File: config.mk
export PLATFORM = sky130hd
export DESIGN_NAME = midi_transmitter
export DESIGN_NICKNAME = d
export VERILOG_FILES = /design/src/rtl/midi_pkg.sv /design/src/rtl/midi_bit_timer.sv /design/src/rtl/midi_transmitter.sv
export SDC_FILE = /design/constraint.sdc
export NUM_CORES = 1
export LEC_CHECK = 0
export ABC_AREA = 1
export CORE_UTILIZATION = 35
export CTS_BUF_LIST = sky130_fd_sc_hd__clkbuf_2
export CTS_CLUSTER_DIAMETER = 200
export DETAILED_ROUTE_END_ITERATION = 10
export HOLD_SLACK_MARGIN = 0.1
export SLEW_MARGIN = 20
export SYNTH_ARGS = -nofsm -noshare
export SYNTH_HDL_FRONTEND = slang
export SYNTH_SLANG_ARGS = --single-unit
export TNS_END_PERCENT = 5
File: constraint.sdc
create_clock -name CLK -period 2.1 [get_ports CLK]
set_clock_uncertainty 0.2 [all_clocks]
set_input_delay 0.42 -clock CLK [delete_from_list [all_inputs] [get_ports CLK]]
set_output_delay 0.42 -clock CLK [all_outputs]
set_load 0.05 [all_outputs]
File: src/rtl/midi_pkg.sv
// Shared MIDI serial framing constants, status-byte ranges and transmitter state type.
package midi_pkg;

    localparam int         FRAME_BITS    = 10;
    localparam logic [3:0] START_BIT     = 4'd0;
    localparam logic [3:0] STOP_BIT      = 4'd9;

    localparam logic [7:0] STATUS_CH_MIN = 8'h80;
    localparam logic [7:0] STATUS_CH_MAX = 8'hEF;
    localparam logic [7:0] SYSCOM_MIN    = 8'hF0;
    localparam logic [7:0] REALTIME_MIN  = 8'hF8;

    typedef enum logic {IDLE, SEND} state_t;

    // Line level for frame position idx: start=0, data LSB-first, stop=1.
    function automatic logic frame_bit(input logic [7:0] data, input logic [3:0] idx);
        logic [FRAME_BITS-1:0] frame;
        frame = {1'b1, data, 1'b0};
        return (idx > STOP_BIT) ? 1'b1 : frame[idx];
    endfunction

endpackage

File: src/rtl/midi_bit_timer.sv
// Bit/byte position counter for a MIDI frame stream; TICK marks the last clock of each bit.
module midi_bit_timer
    import midi_pkg::*;
#(
    parameter int CLKS_PER_BIT = 128
) (
    input  logic       CLK,
    input  logic       RESET,
    input  logic       EN,
    input  logic       CLR,
    input  logic [1:0] BYTE_INIT,
    output logic       TICK,
    output logic [3:0] BIT,
    output logic [1:0] BYTE
);

    localparam int             CW      = (CLKS_PER_BIT > 1) ? $clog2(CLKS_PER_BIT) : 1;
    localparam logic [CW-1:0]  CNT_MAX = CW'(CLKS_PER_BIT - 1);

    logic [CW-1:0] cnt;

    assign TICK = EN && (cnt == CNT_MAX);

    always_ff @(posedge CLK) begin
        if (!RESET) begin
            cnt  <= '0;
            BIT  <= START_BIT;
            BYTE <= '0;
        end else if (CLR) begin
            cnt  <= '0;
            BIT  <= START_BIT;
            BYTE <= BYTE_INIT;
        end else if (EN) begin
            if (TICK) begin
                cnt <= '0;
                if (BIT == STOP_BIT) begin
                    BIT  <= START_BIT;
                    BYTE <= BYTE + 2'd1;
                end else begin
                    BIT <= BIT + 4'd1;
                end
            end else begin
                cnt <= cnt + 1'b1;
            end
        end
    end

endmodule

File: src/rtl/midi_transmitter.sv
// MIDI OUT serializer: 1-3 byte messages as back-to-back 8N1 frames, optional running status.
module midi_transmitter
    import midi_pkg::*;
#(
    parameter int CLKS_PER_BIT   = 128,
    parameter int RUNNING_STATUS = 0
) (
    input  logic       CLK,
    input  logic       RESET,
    input  logic       MSG_VALID,
    output logic       MSG_READY,
    input  logic [7:0] STATUS,
    input  logic [7:0] DATA1,
    input  logic [7:0] DATA2,
    input  logic [1:0] MSG_LEN,
    output logic       TX,
    output logic       BUSY,
    output logic       DONE,
    output logic [3:0] BIT,
    output logic [1:0] BYTE
);

    state_t     state, state_nxt;
    logic [7:0] status_q, data1_q, data2_q, last_status, tx_byte;
    logic [1:0] len_eff, last_idx, last_idx_q, start_idx, byte_init, nxt_byte;
    logic [3:0] nxt_bit;
    logic       accept, is_channel, skip, empty, launch, tick, finish, tx_nxt;

    assign accept     = MSG_VALID && MSG_READY;
    assign len_eff    = (MSG_LEN == 2'd0) ? 2'd3 : MSG_LEN;
    assign last_idx   = len_eff - 2'd1;
    assign is_channel = (STATUS >= STATUS_CH_MIN) && (STATUS <= STATUS_CH_MAX);
    assign skip       = (RUNNING_STATUS != 0) && is_channel && (STATUS == last_status);
    assign start_idx  = {1'b0, skip};
    // A lone repeated status leaves nothing to send: pulse DONE without leaving IDLE.
    assign empty      = skip && (last_idx == 2'd0);
    assign launch     = accept && !empty;
    assign finish     = (state == SEND) && tick && (BIT == STOP_BIT) && (BYTE == last_idx_q);
    assign byte_init  = launch ? start_idx : 2'd0;

    midi_bit_timer #(
        .CLKS_PER_BIT(CLKS_PER_BIT)
    ) u_timer (
        .CLK      (CLK),
        .RESET    (RESET),
        .EN       (state == SEND),
        .CLR      (launch || finish),
        .BYTE_INIT(byte_init),
        .TICK     (tick),
        .BIT      (BIT),
        .BYTE     (BYTE)
    );

    always_ff @(posedge CLK) begin
        if (!RESET) state <= IDLE;
        else        state <= state_nxt;
    end

    always_comb begin
        state_nxt = state;
        case (state)
            IDLE:    if (launch) state_nxt = SEND;
            SEND:    if (finish) state_nxt = IDLE;
            default: state_nxt = IDLE;
        endcase
    end

    always_comb begin
        MSG_READY = (state == IDLE);
        BUSY      = (state == SEND);
    end

    // TX is registered, so it is loaded with the level of the position the timer moves to.
    always_comb begin
        nxt_bit  = (BIT == STOP_BIT) ? START_BIT : BIT + 4'd1;
        nxt_byte = (BIT == STOP_BIT) ? BYTE + 2'd1 : BYTE;
        case (nxt_byte)
            2'd0:    tx_byte = status_q;
            2'd1:    tx_byte = data1_q;
            default: tx_byte = data2_q;
        endcase
        tx_nxt = TX;
        if (state == IDLE)  tx_nxt = !launch;
        else if (finish)    tx_nxt = 1'b1;
        else if (tick)      tx_nxt = frame_bit(tx_byte, nxt_bit);
    end

    always_ff @(posedge CLK) begin
        if (!RESET) begin
            TX          <= 1'b1;
            DONE        <= 1'b0;
            status_q    <= '0;
            data1_q     <= '0;
            data2_q     <= '0;
            last_idx_q  <= '0;
            last_status <= '0;
        end else begin
            TX   <= tx_nxt;
            DONE <= finish || (accept && empty);
            if (accept) begin
                status_q   <= STATUS;
                data1_q    <= DATA1;
                data2_q    <= DATA2;
                last_idx_q <= last_idx;
                if (RUNNING_STATUS != 0) begin
                    if (is_channel)
                        last_status <= STATUS;
                    else if ((STATUS >= SYSCOM_MIN) && (STATUS < REALTIME_MIN))
                        last_status <= '0;
                end
            end
        end
    end

endmodule

After elaboration in Yosys (flattened, before gate mapping)
Index checks and enable logic that the tools add are counted.
Word-level totals
  flip-flop bits (word level): 42
  bits in latches: 0
  RAM bits: 0
  memory bits (read-only): 0
  output and inout port bits: 10
  memories kept: 0
Operators by class
  add/sub/neg operators: 4
  multipliers: 0
  divide/modulo/power cells: 0
  $lt $le $gt $ge: 2
  equality and inequality tests: 5
  shift-type cells: 0
  muxes and demuxes: 14
  bitwise operators: 2
  reductions and logical operators: 11
Operators with widths (number)
  8-bit one-hot mux with 2 select lines: 1
  7-bit by 1-bit adder with 7-bit output (second input constant): 1
  7-bit == test (second input constant): 1
  1-bit 2-to-1 mux: 7
  7-bit 2-to-1 mux: 1
  1-bit logical AND: 5
  4-bit by 5-bit less-than comparator with 1-bit output (second input constant): 1
  4-bit by 1-bit adder with 4-bit output (second input constant): 1
  1-bit binary-select mux with 4-bit select: 1
  4-bit == test (second input constant): 1
  4-bit greater-than comparator (second input constant): 1
  2-bit logical NOT: 2
  2-bit 2-to-1 mux: 2
  4-bit 2-to-1 mux: 1
  3-bit by 1-bit inequality test with 1-bit output (second input constant): 1
  2-bit by 1-bit adder with 2-bit output (second input constant): 1
  2-bit by 1-bit == test with 1-bit output (second input constant): 1
  2-bit == test: 1
  1-bit inverter: 2
  1-bit one-hot mux with 2 select lines: 1
  2-bit AND reduction: 1
  2-bit OR reduction: 1
  2-bit by 1-bit subtractor with 2-bit output (second input constant): 1
  1-bit logical NOT: 1
  1-bit logical OR: 1

Longest topological paths before layout
Gate-level depths: netlist of the first run.
  depth in word-level cells: 10
  gate-level depth with buffers: 16
  mapped depth without buffers: 16

By module
Synthesis of the first run repeated with hierarchy kept, for this count alone.
Unflattened totals
  cells, all modules: 323
  area total of the unflattened synthesis: 2185.8 µm²
By module, submodules not included
  midi_transmitter: instances 1, cells an instance 225, area an instance 1531.5 µm²
  midi_bit_timer: instances 1, cells an instance 98, area an instance 654.4 µm²

Worst setup path before layout of the first run
Ideal clock, no wire load.
  kind: register to register
  start point: register state, in the netlist BUSY
  end point: register data1_q[3]
  data arrival time: 1948 ps
  slack: -164 ps
  cell stages (with the launch flop): 7
  period minus slack after synthesis: 2264 ps
  path through: dfxtp_1 > inv_1 > nand2_1 > clkinv_1 > clkbuf_1 > nor2_1 > nor2_1
On the way
  longest elaborated chain between the ends: 2
Ends and longest elaborated chain
  from (decl): line midi_transmitter.sv:23  | state_t state, state_nxt;
  from (signal assigned): line midi_transmitter.sv:56  | else state <= state_nxt;
  1-bit inverter
  net MSG_READY: line midi_transmitter.sv:11  | output logic MSG_READY,
  1-bit logical AND: line midi_transmitter.sv:29  | assign accept = MSG_VALID && MSG_READY;
  to (signal assigned): line midi_transmitter.sv:93  | data1_q <= '0;
  to (signal assigned): line midi_transmitter.sv:102  | data1_q <= DATA1;
  to (decl): line midi_transmitter.sv:24  | logic [7:0] status_q, data1_q, data2_q, last_status, tx_byte;
The timed path passes the listed nets, and every way through them passes these cells.
A chain may end at the register's enable or synchronous reset.

Worst setup path after layout of the first run
  start point: register u_timer.BIT[0]
  end point: register TX
On the way
  longest elaborated chain between the ends: 10
  elaborated cells on any way between the ends: 17
Ends and longest elaborated chain
  from (decl): line midi_bit_timer.sv:13  | output logic [3:0] BIT,
  from (signal assigned): line midi_bit_timer.sv:40  | BIT <= BIT + 4'd1;
  4-bit == test: line midi_transmitter.sv:38, midi_transmitter.sv:75, midi_transmitter.sv:76
  2-bit 2-to-1 mux
  2-bit by 1-bit == test with 1-bit output or 2-bit logical NOT (tied branches): line midi_transmitter.sv:77  | case (nxt_byte)
  8-bit one-hot mux with 2 select lines: line midi_transmitter.sv:77
  1-bit binary-select mux with 4-bit select: line midi_pkg.sv:19  | return (idx > STOP_BIT) ? 1'b1 : frame[idx];
  1-bit 2-to-1 mux (implied by the code): line midi_pkg.sv:19
  1-bit 2-to-1 mux: line midi_pkg.sv:19
  1-bit 2-to-1 mux: line midi_transmitter.sv:85  | else if (tick) tx_nxt = frame_bit(tx_byte, nxt_bit);
  1-bit 2-to-1 mux: line midi_transmitter.sv:84  | else if (finish) tx_nxt = 1'b1;
  1-bit 2-to-1 mux: line midi_transmitter.sv:83  | if (state == IDLE) tx_nxt = !launch;
  to (signal assigned): line midi_transmitter.sv:98  | TX <= tx_nxt;
  to (decl): line midi_transmitter.sv:16  | output logic TX,
Parallel ways exist; a longest one is shown, timed or not. The select of a mux whose other input is x is not followed.

==> run summary, run 1 <==
The share of Yosys cell area claimed by the top area cell type is 0.4174, and the hold-fix buffer count after cts is 0. Using the TritonRoute via totals, the vias-per-cell ratio works out to 4.664. Summing every instance area after synthesis gives 2014 um^2. The total of buffers placed on input and output ports was 38; the critical path's largest stage delay was 0.40 ns. The most common library cell in the layout ignoring fill and taps was nor2_1. The logs give 0.1717 for the total track usage and 1786 for the number of global-route vias before repair. Together, buffers and inverters on the worst path number 2. The register bit count reported by yosys works out to 42. The number of rows created at floorplan is 27, and the number of antenna diodes is 0. Summing all flip-flop and latch instances after layout gives 848.3 um^2. The count of fill cells added during filler insertion is 617. The detail-routed net length per standard cell was 11.31 um; the worst slack at placement was 0.1513 ns. After layout, the worst setup slack is 0.1930 ns.

STA classifies the critical path endpoint as a flip-flop. Maximum number of pins on one net before global-route repair: 25. The tools report the share of the core filled with cells in the final layout as 0.4630.

The path class of the tightest hold or removal check is reg2reg. The dominant cell type by area after synthesis was dfxtp_1. From synthesis to final layout, the design area changed by 27.33%.

Data arrives at the worst endpoint at 2.03 ns. For this design the top-level I/O count stands at 39. Static timing analysis puts the maximum clock frequency at 524.4 MHz.

The floorplan die height works out to 77.87 um. The signal on the critical path passes through ha_1 -> nand2_1 -> inv_1 -> nand2_2 -> nand2_4 -> nand2_4 -> inv_4 -> nand3_1 -> nand3_1 -> nand2_1 -> nand2_1 -> nor2_2 -> nand3_1 -> nand2_1 -> nand2_1. The element type at the critical path start was a flip-flop. The pre-antenna-repair detailed-routing pass consisted of 4 iterations. Share of synthesized area occupied by flip-flops and latches: 0.4174. Summed over all cells, the static leakage comes to 0.001095 uW. After synthesis, the cell types taking the most area are dfxtp_1 42%, nor2_1 14%, o21ai_0 6.5%, nand2_1 6.1%, nand3_1 5.5%. Leaving out fill and tap cells, the most frequent cells in the layout are 75 x nor2_1, 38 x dfxtp_1, 33 x nand2_1, 28 x clkdlybuf4s50_1.

The measured slew at the worst slew-check pin is 0.4851 ns. For this run, the number of Yosys warnings is 0. After layout, the minimum clock period comes to 1.907 ns.

The total setup violations reported at the end of the flow was 0; the core area was 5540 um^2. Across the run, the number of max-cap violations was 0. The die covers 6063 um^2. In this run the worst path has a maximum fanout of 7. The total length of routed wires is 4582 um, and the total nets after synthesis is 318.

VDD sags by at most 0.0002907 V. By instance count, the cell type seen most on the critical path is nand2_1. After global routing the overflow that remains totals 0. For the worst setup path, the data required time is 2.22 ns. The mean instance size in the synthesized netlist is 7.068 um^2.

The setup path with the least slack is of type reg2reg. The worst relative slew slack is 0.6779, and the power density of the placed cells is 555.2 nW/um^2. The run gives 0 as the initial antenna violation count.

TritonCTS built the clock tree. Counting along the longest clock path gives a buffer depth of 2. The fraction of layout cells with a size suffix above 1 works out to 0.1411. The initial standard-cell utilization of the core is 0.3636, and the clock latency on the worst-skew pair is 0.39 ns.

The floorplan step set the die width to 77.87 um. For the number of H-tree branching levels, the log shows 2. The cell at the root of the clock tree is clkbuf_2.

At the end of the flow, the number of nets in the layout was 366. Summing over every cut layer, the via total after detailed routing is 1889. After routing, the total negative slack on setup checks comes to 0 ns. The final count of hold timing violations is 0.

The clock edge transition at the registers on the reported setup and hold paths came out at 0.19 ns. Once detail routing completed, the nets flagged for antenna violations numbered 0. In this run, the number of DRC markers left after iteration 0 of detailed routing was 83. The multi-input combinational cells in the finished layout cover a total of 1026 um^2. The number of DRC violations after detailed routing is 0. The placer's final routability congestion estimate is 0.8693.

The period utilization is 0.9081. The cell count after synthesis came out at 285. The unique cell type count in the Yosys netlist is 28. The cell at the slowest stage of the critical path was dfxtp_4. Number of clock sinks seen by CTS: 42. Counting the buffers created by CTS gives 5. The first global-routing pass estimated 8169 um of wire. The flow ran to the end, and the final reports show no timing, DRC or antenna violations. The max-slew violation total from the final report came out at 0. The HPWL after detailed placement is 3565 um.

Across all hold checks on the routed design, the worst slack comes to 0.2796 ns. Broken down by cell family, the worst path's largest delay share belongs to simple AND/OR/NAND/NOR gates.
==> worst paths after layout <==
kind,slack (ns),endpoint,start,cells after the start
max,0.19,TX,u_timer.BIT[0],15
min,0.28,data2_q[5],data2_q[5],2
max reg2reg,0.19,TX,u_timer.BIT[0],15
min reg2reg,0.28,data2_q[5],data2_q[5],2
==> cells by family after synthesis <==
| kind of cell | synth area share |
|---|---|
| flip-flops | 0.4174 |
| AO/OA/AOI/OAI | 0.1180 |
| adder cells (fa/ha/maj) | 0.02485 |
| buffers and inverters | 0.07577 |
| AND/OR/NAND/NOR | 0.3379 |
| XOR/XNOR | 0.02609 |
==> layout make-up <==
| type | instances | area share |
|---|---|---|
| Clock buffer | 7 | 0.01366 |
| Inverter | 30 | 0.04634 |
| Multi-Input combinational cell | 204 | 0.4000 |
| Sequential cell | 42 | 0.3307 |
| Tap cell | 72 | 0.03512 |
| Timing Repair Buffer | 50 | 0.1741 |
==> worst register-to-register path: cells and delay by family, from the launching register on <==
family	cells	cell delay, ns
flops	1	0.40
buf+inv	2	0.11
fa+ha+maj	1	0.22
simple gates	12	0.93
==> per-stage QoR <==
step	instances	power [uW]	instance area [um^2]
after detailed placement	396	1118	2505
after global placement	396	1117	2505
after global routing	405	1511	2565
after floorplan	285	1017	2019
final	405	1424	2565
after CTS	403	1444	2539
==> flip-flops by register name, summed over array words and instances, names as in the netlist <==
| register | count |
|---|---|
| u_timer.cnt | 7 |
| data1_q | 8 |
| status_q | 8 |
| u_timer.BYTE | 2 |
| DONE | 1 |
| data2_q | 8 |
| TX | 1 |
| BUSY | 1 |
| u_timer.BIT | 4 |
| last_idx_q | 2 |
==> per-layer routing <==
layer	vias up	GRT usage	wire length [um]
met1	834	0.2334	2274
met4	0	0.05660	68
met2	37	0.2664	2039
met3	6	0.03882	199
li1	1012	-	-
met5	-	0	0
==> synth_stat cells <==
master	count
xor2_1	2
a21oi_1	14
nand3_2	3
inv_2	1
nand2_4	3
inv_1	27
buf_2	2
o21ai_0	26
inv_4	1
o211ai_1	3
nand3_1	22
buf_1	1
nand2_2	2
nand3b_1	1
nor4_4	1
nor2_1	75
clkinv_1	1
nor2_2	2
a211oi_1	2
xnor2_1	4
nand4_1	5
clkbuf_2	1
ha_1	4
nor2_4	1
clkbuf_1	5
dfxtp_1	42
nor3_1	1
nand2_1	33
==> power breakdown <==
group          leakage, uW  switching [uW]  internal, uW
sequential        0.000347            31.7           844
combinational     0.000718             115           106
clock            0.0000291             240          86.7
total              0.00109             387          1040
==> timing repair <==
action / CTS / global route
pin swaps: 0 / 1
setup endpoints to repair: 1 / 1
resized for setup: 1 / 5
setup buffers: 0 / 2
Power figures use the tool's default switching activity.
==> run 2, diff against run 1 <==
--- a/config.mk
+++ b/config.mk
@@ -11,6 +11,7 @@
 export CTS_CLUSTER_DIAMETER = 200
 export DETAILED_ROUTE_END_ITERATION = 10
 export HOLD_SLACK_MARGIN = 0.1
+export SKIP_LAST_GASP = 1
 export SLEW_MARGIN = 20
 export SYNTH_ARGS = -nofsm -noshare
 export SYNTH_HDL_FRONTEND = slang
==> results of run 2 <==
Same layout as run 1: the final DEF is identical, and so are final timing and power.
==> run 3, diff against run 2 <==
--- a/config.mk
+++ b/config.mk
@@ -6,6 +6,8 @@
 export NUM_CORES = 1
 export LEC_CHECK = 0
 export ABC_AREA = 1
+export ABC_CLOCK_PERIOD_IN_PS = 2100
+export CAP_MARGIN = 20
 export CORE_UTILIZATION = 35
 export CTS_BUF_LIST = sky130_fd_sc_hd__clkbuf_2
 export CTS_CLUSTER_DIAMETER = 200
==> results of run 3 <==
Same layout as run 1: the final DEF is identical, and so are final timing and power.
